--- src/rtl/sprite_char_ctrl.sv ---
// Sprite character controller: command latch, stepped movement with collision/clamp,
// and sprite-sheet scan-out. Optional `WALK_ANIM_EN adds a two-frame walk cycle.
module sprite_char_ctrl #(
    parameter int                     X_W       = 9,
    parameter int                     Y_W       = 8,
    parameter int                     SPR_W     = 16,
    parameter int                     SPR_H     = 16,
    parameter int                     SHEET_W   = 64,
    parameter int                     ADDR_W    = 12,
    parameter int                     COLOUR_W  = 6,
    parameter logic [COLOUR_W-1:0]    TRANSP    = {COLOUR_W{1'b1}},
    parameter int                     SPEED_DIV = 16,
    parameter int                     X_INIT    = 1,
    parameter int                     Y_INIT    = 96,
    parameter int                     X_MIN     = 0,
    parameter int                     X_MAX     = 303,
    parameter int                     Y_MIN     = 0,
    parameter int                     Y_MAX     = 223
) (
    input  logic                clock,
    input  logic                reset,
    input  logic                cmd_attack,
    input  logic                cmd_up,
    input  logic                cmd_down,
    input  logic                cmd_left,
    input  logic                cmd_right,
    input  logic                init,
    input  logic                reg_action,
    input  logic                apply_action,
    input  logic [3:0]          collision,
    input  logic                draw_start,
    output logic [ADDR_W-1:0]   rom_addr,
    input  logic [COLOUR_W-1:0] rom_q,
    output logic [X_W-1:0]      x_pos,
    output logic [Y_W-1:0]      y_pos,
    output logic [1:0]          facing,
    output logic [2:0]          action,
    output logic [X_W-1:0]      x_draw,
    output logic [Y_W-1:0]      y_draw,
    output logic [COLOUR_W-1:0] colour,
    output logic                vga_write,
    output logic                busy,
    output logic                draw_done
);
    localparam int CW       = $clog2(2*SPR_W);
    localparam int RW       = $clog2(2*SPR_H);
    localparam int SW       = (SPEED_DIV > 1) ? $clog2(SPEED_DIV) : 1;
    localparam int SHEET_SH = $clog2(SHEET_W);
    localparam int SPR_W_SH = $clog2(SPR_W);

    localparam logic [2:0] ACT_NONE = 3'd0, ACT_ATTACK = 3'd1, ACT_UP = 3'd2;
    localparam logic [2:0] ACT_DOWN = 3'd3, ACT_LEFT = 3'd4, ACT_RIGHT = 3'd5;
    localparam logic [1:0] FACE_DOWN = 2'd0, FACE_LEFT = 2'd1, FACE_UP = 2'd2, FACE_RIGHT = 2'd3;
    localparam logic [0:0] ST_IDLE = 1'b0, ST_SCAN = 1'b1;

    logic [0:0]          state;
    logic [SW-1:0]       spd_cnt;
    logic                frame;
    logic [2:0]          nxt_action;
    logic [X_W-1:0]      nxt_x;
    logic [Y_W-1:0]      nxt_y;
    logic [1:0]          nxt_face;
    logic                moved;
    logic                accept_reg;
    logic                accept_apply;
    logic                step;
    logic [CW-1:0]       col, col_last, g_col_last;
    logic [RW-1:0]       row, row_last, g_row_last;
    logic [ADDR_W-1:0]   org_x, org_y, g_ox, g_oy;
    logic [X_W-1:0]      base_x, g_bx;
    logic [Y_W-1:0]      base_y, g_by;
    logic                pix_valid, pix_last, a_last;

    // draw_start is a one-cycle request, taken only while busy is low; busy then
    // stays high until the cycle carrying the last pixel and draw_done.
    assign busy         = (state == ST_SCAN) || pix_valid;
    assign accept_reg   = reg_action && !busy && !init;
    assign accept_apply = apply_action && !busy && !init && !reg_action;
    assign step         = accept_apply && (spd_cnt == '0);

    always_comb begin
        if (cmd_attack)     nxt_action = ACT_ATTACK;
        else if (cmd_up)    nxt_action = ACT_UP;
        else if (cmd_down)  nxt_action = ACT_DOWN;
        else if (cmd_left)  nxt_action = ACT_LEFT;
        else if (cmd_right) nxt_action = ACT_RIGHT;
        else                nxt_action = ACT_NONE;
    end

    // Facing follows the direction even when the move is blocked.
    always_comb begin
        nxt_x    = x_pos;
        nxt_y    = y_pos;
        nxt_face = facing;
        moved    = 1'b0;
        case (action)
            ACT_UP: begin
                nxt_face = FACE_UP;
                if (!collision[0] && y_pos > Y_W'(Y_MIN)) begin nxt_y = y_pos - Y_W'(1); moved = 1'b1; end
            end
            ACT_DOWN: begin
                nxt_face = FACE_DOWN;
                if (!collision[1] && y_pos < Y_W'(Y_MAX)) begin nxt_y = y_pos + Y_W'(1); moved = 1'b1; end
            end
            ACT_LEFT: begin
                nxt_face = FACE_LEFT;
                if (!collision[2] && x_pos > X_W'(X_MIN)) begin nxt_x = x_pos - X_W'(1); moved = 1'b1; end
            end
            ACT_RIGHT: begin
                nxt_face = FACE_RIGHT;
                if (!collision[3] && x_pos < X_W'(X_MAX)) begin nxt_x = x_pos + X_W'(1); moved = 1'b1; end
            end
            default: ;
        endcase
    end

    always_ff @(posedge clock or negedge reset) begin
        if (!reset) begin
            x_pos <= X_W'(X_INIT); y_pos <= Y_W'(Y_INIT);
            facing <= FACE_DOWN; action <= ACT_NONE; spd_cnt <= '0;
        end else if (init) begin
            x_pos <= X_W'(X_INIT); y_pos <= Y_W'(Y_INIT);
            facing <= FACE_DOWN; action <= ACT_NONE; spd_cnt <= '0;
        end else if (accept_reg) begin
            action <= nxt_action;
        end else if (accept_apply) begin
            spd_cnt <= (spd_cnt == SW'(SPEED_DIV-1)) ? '0 : spd_cnt + SW'(1);
            if (step) begin
                x_pos <= nxt_x; y_pos <= nxt_y; facing <= nxt_face;
            end
        end
    end

`ifdef WALK_ANIM_EN
    always_ff @(posedge clock or negedge reset) begin
        if (!reset)              frame <= 1'b0;
        else if (init)           frame <= 1'b0;
        else if (step && moved)  frame <= ~frame;
    end
`else
    assign frame = 1'b0;
`endif

    // Sheet origin, screen origin and extent of the sprite selected right now.
    always_comb begin
        g_ox       = ADDR_W'(facing) << SPR_W_SH;
        g_oy       = frame ? ADDR_W'(3*SPR_H) : '0;
        g_bx       = x_pos;
        g_by       = y_pos;
        g_col_last = CW'(SPR_W-1);
        g_row_last = RW'(SPR_H-1);
        if (action == ACT_ATTACK) begin
            case (facing)
                FACE_DOWN: begin
                    g_ox = '0; g_oy = ADDR_W'(SPR_H); g_row_last = RW'(2*SPR_H-1);
                end
                FACE_UP: begin
                    g_ox = ADDR_W'(SPR_W); g_oy = ADDR_W'(SPR_H); g_row_last = RW'(2*SPR_H-1);
                    g_by = y_pos - Y_W'(SPR_H);
                end
                FACE_LEFT: begin
                    g_ox = ADDR_W'(2*SPR_W); g_oy = ADDR_W'(SPR_H); g_col_last = CW'(2*SPR_W-1);
                    g_bx = x_pos - X_W'(SPR_W);
                end
                default: begin
                    g_ox = ADDR_W'(2*SPR_W); g_oy = ADDR_W'(2*SPR_H); g_col_last = CW'(2*SPR_W-1);
                end
            endcase
        end
    end

    assign a_last = (col == col_last) && (row == row_last);

    always_ff @(posedge clock or negedge reset) begin
        if (!reset) begin
            state <= ST_IDLE; col <= '0; row <= '0; col_last <= '0; row_last <= '0;
            org_x <= '0; org_y <= '0; base_x <= '0; base_y <= '0;
            pix_valid <= 1'b0; pix_last <= 1'b0; x_draw <= '0; y_draw <= '0;
        end else if (init) begin
            state <= ST_IDLE; pix_valid <= 1'b0; pix_last <= 1'b0;
        end else begin
            pix_valid <= (state == ST_SCAN);
            pix_last  <= (state == ST_SCAN) && a_last;
            if (state == ST_SCAN) begin
                x_draw <= base_x + X_W'(col);
                y_draw <= base_y + Y_W'(row);
            end
            case (state)
                ST_IDLE: if (draw_start && !busy) begin
                    org_x <= g_ox; org_y <= g_oy; base_x <= g_bx; base_y <= g_by;
                    col_last <= g_col_last; row_last <= g_row_last;
                    col <= '0; row <= '0; state <= ST_SCAN;
                end
                default: begin
                    if (a_last)                state <= ST_IDLE;
                    else if (col == col_last)  begin col <= '0; row <= row + RW'(1); end
                    else                       col <= col + CW'(1);
                end
            endcase
        end
    end

    always_comb begin
        rom_addr = '0;
        if (state == ST_SCAN)
            rom_addr = ((org_y + ADDR_W'(row)) << SHEET_SH) + org_x + ADDR_W'(col);
    end

    assign colour    = pix_valid ? rom_q : '0;
    assign vga_write = pix_valid && (rom_q != TRANSP);
    assign draw_done = pix_valid && pix_last;
endmodule
--- config.mk ---
export PLATFORM = sky130hd
export DESIGN_NAME = sprite_char_ctrl
export DESIGN_NICKNAME = d
export VERILOG_FILES = /design/src/rtl/sprite_char_ctrl.sv
export SDC_FILE = /design/constraint.sdc
export NUM_CORES = 1
export LEC_CHECK = 0
export BUFFER_PORTS_ARGS = -buffer_cell sky130_fd_sc_hd__buf_2
export CORE_UTILIZATION = 30
export DETAILED_ROUTE_END_ITERATION = 10
export PLACE_DENSITY = 0.54
export SYNTH_ARGS = -nofsm -noshare
export SYNTH_HDL_FRONTEND = slang
export SYNTH_SLANG_ARGS = --single-unit
--- constraint.sdc ---
create_clock -name clock -period 3.9 [get_ports clock]
set_clock_uncertainty 0.05 [all_clocks]
set_input_delay 0 -clock clock [delete_from_list [all_inputs] [get_ports clock]]
set_output_delay 0 -clock clock [all_outputs]
set_load 0.01 [all_outputs]
==> run_results.csv <==
group,metric,value,unit
outcome,status,"finished, final reports clean",
yosys,async_reset_ff_frac,1.000,
place,placed_area,5647,sq um
power_and_ir_drop,power_per_cell_area,356.6,nW/um^2
sta,max-slew-margin-rel,0.4543,
floorplan,start_util,0.3070,
sta,rsz0062_at_grt,"false",
drt,first_pass_iters,4,
flow_run,max-cap-violations,0,
sta,finalSetupViolCount,0,
place,io_buffers,80,
grt,gr-total-overflow,0,
clock_network,cts_max_level,3,
drt,first_iter_violations,256,
place,finalWeightedCongestion,0.8565,
floorplan,fp.dieH,132.3,um
sta,tightest_slew,0.8166,ns
yosys,ys_seq_area_frac,0.3940,
yosys,postSynthAreaPerCell,8.916,sq um
clock_network,cts_repair_resize_count,0,
critical_path,worst-setup-path-type,"reg2reg",
hold_path,hold_path_class,"in2reg",
grt,grtUsageTotal,0.1505,
clock_network,insertion_delay,0.35,ns
critical_path,path_buf_inv,0,
finish,finalInstanceArea,5995,sq um
sta,timing.fmax,342.6,MHz
yosys,netlist_area,5091,sq um
yosys,ys_types,59,
critical_path,required,4.12,ns
yosys,yosys-top-cells-count,"dfrtp_1, nand2_1, nor2_1, o21ai_0, ha_1",
finish,drive_gt1_frac,0.1777,
yosys,synth_flop_cell,"dfrtp_1",
grt,grt_max_degree,44,
floorplan,core-area,16580,sq um
drt,vias,4220,
sta,drv_slew,0,
sta,timing.final.crit_share,0.7484,
floorplan,chipWidth,132.3,um
yosys,synth_edf_count,0,
grt,grt_pass1_wl,21090,um
clock_network,cts_root_buf,"clkbuf_16",
yosys,ys_ff_latch,80,
critical_path,crit_path_start_kind,"register",
finish,diodes,0,
drt,drc,0,
clock_network,cts_inserted_buffers,9,
floorplan,dieArea,17500,sq um
power_and_ir_drop,ir_drop,210.3,uV
critical_path,critPathMaxFanout,15,
grt,antenna_found_initial,0,
place,dpl.hpwl,9518,um
critical_path,crit_slowest_cell,"dfrtp_1",
yosys,yosysMostFrequentCell,"dfrtp_1",
critical_path,endpoint_kind,"register",
power_and_ir_drop,power,2.138,mW
yosys,synthCells,571,
yosys,synth_nets,632,
drt,wire_per_inst,14.62,um
clock_network,clk_pin_slew_worst_paths,0.07,ns
yosys,synthTopCellsByArea,"dfrtp_1, ha_1, nand2_1",
critical_path,worstPathArrival,3.14,ns
power_and_ir_drop,p_leak,2.761,nW
drt,ant_nets,0,
sta,hold_viol,0,
finish,nNetsFinal,703,
critical_path,cpPeakStageDelay,0.67,ns
sta,fin_tns_setup,0,ns
drt,viasPerCell,4.867,
critical_path,path_delay_family,"compound AO/OA/AOI/OAI gates",
drt,drt_wl_total,12680,um
floorplan,ios,81,
clock_network,cts_tree,"built",
yosys,yosysTopAreaCellShare,0.3785,
clock_network,cts.sinks,80,
critical_path,crit_path_frequent_cell,"a21oi_1",
grt,grt_pass1_vias,4197,
finish,area_delta_synth_final,17.74,%
floorplan,rows,47,
sta,fin_crit,2.919,ns
critical_path,worstPathCellList,"nand3b_1, ha_1, a21oi_1, o211ai_1, o41ai_1, mux2i_1, or3_1, a21oi_1",
yosys,yosysTopAreaCell,"dfrtp_1",
yosys,yosys_warnings,0,
clock_network,clockBufferDepth,2,
==> through the flow <==
step	cells	worst slack (ns)	hold slack [ns]	utilization
2_1_floorplan	571	1.235	-0.3456	-
3_3_place_gp	847	1.084	-0.006698	0.3405
3_5_place_dp	847	1.015	-0.002314	0.3405
4_1_cts	867	0.9767	0.003409	0.3615
5_1_grt	867	0.7152	0.04517	0.3615
6_report	867	0.9812	0.01010	0.3615
==> registers in the layout (all words and copies together), names as in the netlist, 5 cells and up <==
signal / flops
x_pos: 9
y_draw: 8
col: 5
base_x: 9
base_y: 8
x_draw: 9
y_pos: 8
row: 5
==> area by class of cell <==
class                           instances  area, sq um
Clock inverter                          5        55.05
Inverter                               28        105.1
Timing Repair Buffer                   87        465.4
Multi-Input combinational cell        436         2835
Clock buffer                           11        252.7
Fill cell                            1732        10590
Sequential cell                        80         2006
Tap cell                              220        275.3
==> worst paths after layout <==
kind | startpoint | to | slack, ns | depth (start not counted)
max | action[0]$_DFFE_PN0P_ | y_pos[7]$_DFFE_PN0P_ | 0.98 | 8
min | draw_start | org_y[4]$_DFFE_PN0P_ | 0.01 | 3
max reg2reg | action[0]$_DFFE_PN0P_ | y_pos[7]$_DFFE_PN0P_ | 0.98 | 8
min reg2reg | x_draw[3]$_DFFE_PN0P_ | x_draw[3]$_DFFE_PN0P_ | 0.43 | 2
max in group asynchronous | reset | org_y[4]$_DFFE_PN0P_ | 2.72 | 3
min in group asynchronous | reset | x_pos[7]$_DFFE_PN0P_ | 0.13 | 2
==> worst register-to-register path, cell delays in order, from the launching register on <==
cell and delay, ns:
dfrtp_1 0.67, nand3b_1 0.41, ha_1 0.40, a21oi_1 0.19, o211ai_1 0.15, o41ai_1 0.36
mux2i_1 0.15, or3_1 0.32, a21oi_1 0.14
==> cells by family (layout without fill, tap and decap cells) <==
kind of cell	after synthesis	count (layout)	synth area share
muxes	13	13	0.02679
xor gates and xnor gates	42	42	0.07225
adders and majority gates	40	40	0.1042
and+or+nand+nor	211	211	0.2003
buffers and inverters	55	131	0.04915
DFF	80	80	0.3940
AOI/OAI and AO/OA	130	130	0.1534
==> layer usage <==
metal  part of all wire  GRT usage  vias up
met5                  0          0        -
met3              0.038    0.02653       15
met4              0.014    0.05109        0
met2               0.46     0.2431       84
met1               0.48     0.2032     2003
li1                   -          -     2118
==> what timing repair did <==
item	in CTS	in global routing
hold endpoints to repair	45	0
setup buffers	0	0
hold buffers	4	0
==> layout by cell type, fill, tap and decap left out, types with 10 or more instances in the layout <==
cell type / Yosys / layout
inv_1: 27 / 27
a21oi_1: 35 / 35
xor2_1: 17 / 17
o21ai_0: 42 / 42
nor2_1: 54 / 54
and2_1: 13 / 13
dfrtp_1: 77 / 77
buf_2: 2 / 79
nand3_1: 16 / 16
nor3_1: 10 / 10
xnor2_1: 25 / 25
o21ai_1: 11 / 11
ha_1: 36 / 36
nand2_1: 71 / 71
==> report_power, final <==
group	total (mW)	switching, mW	internal (mW)
sequential	0.961	0.0714	0.890
combinational	0.295	0.170	0.125
clock	0.882	0.353	0.529
Note: power is estimated with default switching activity, not from simulation.
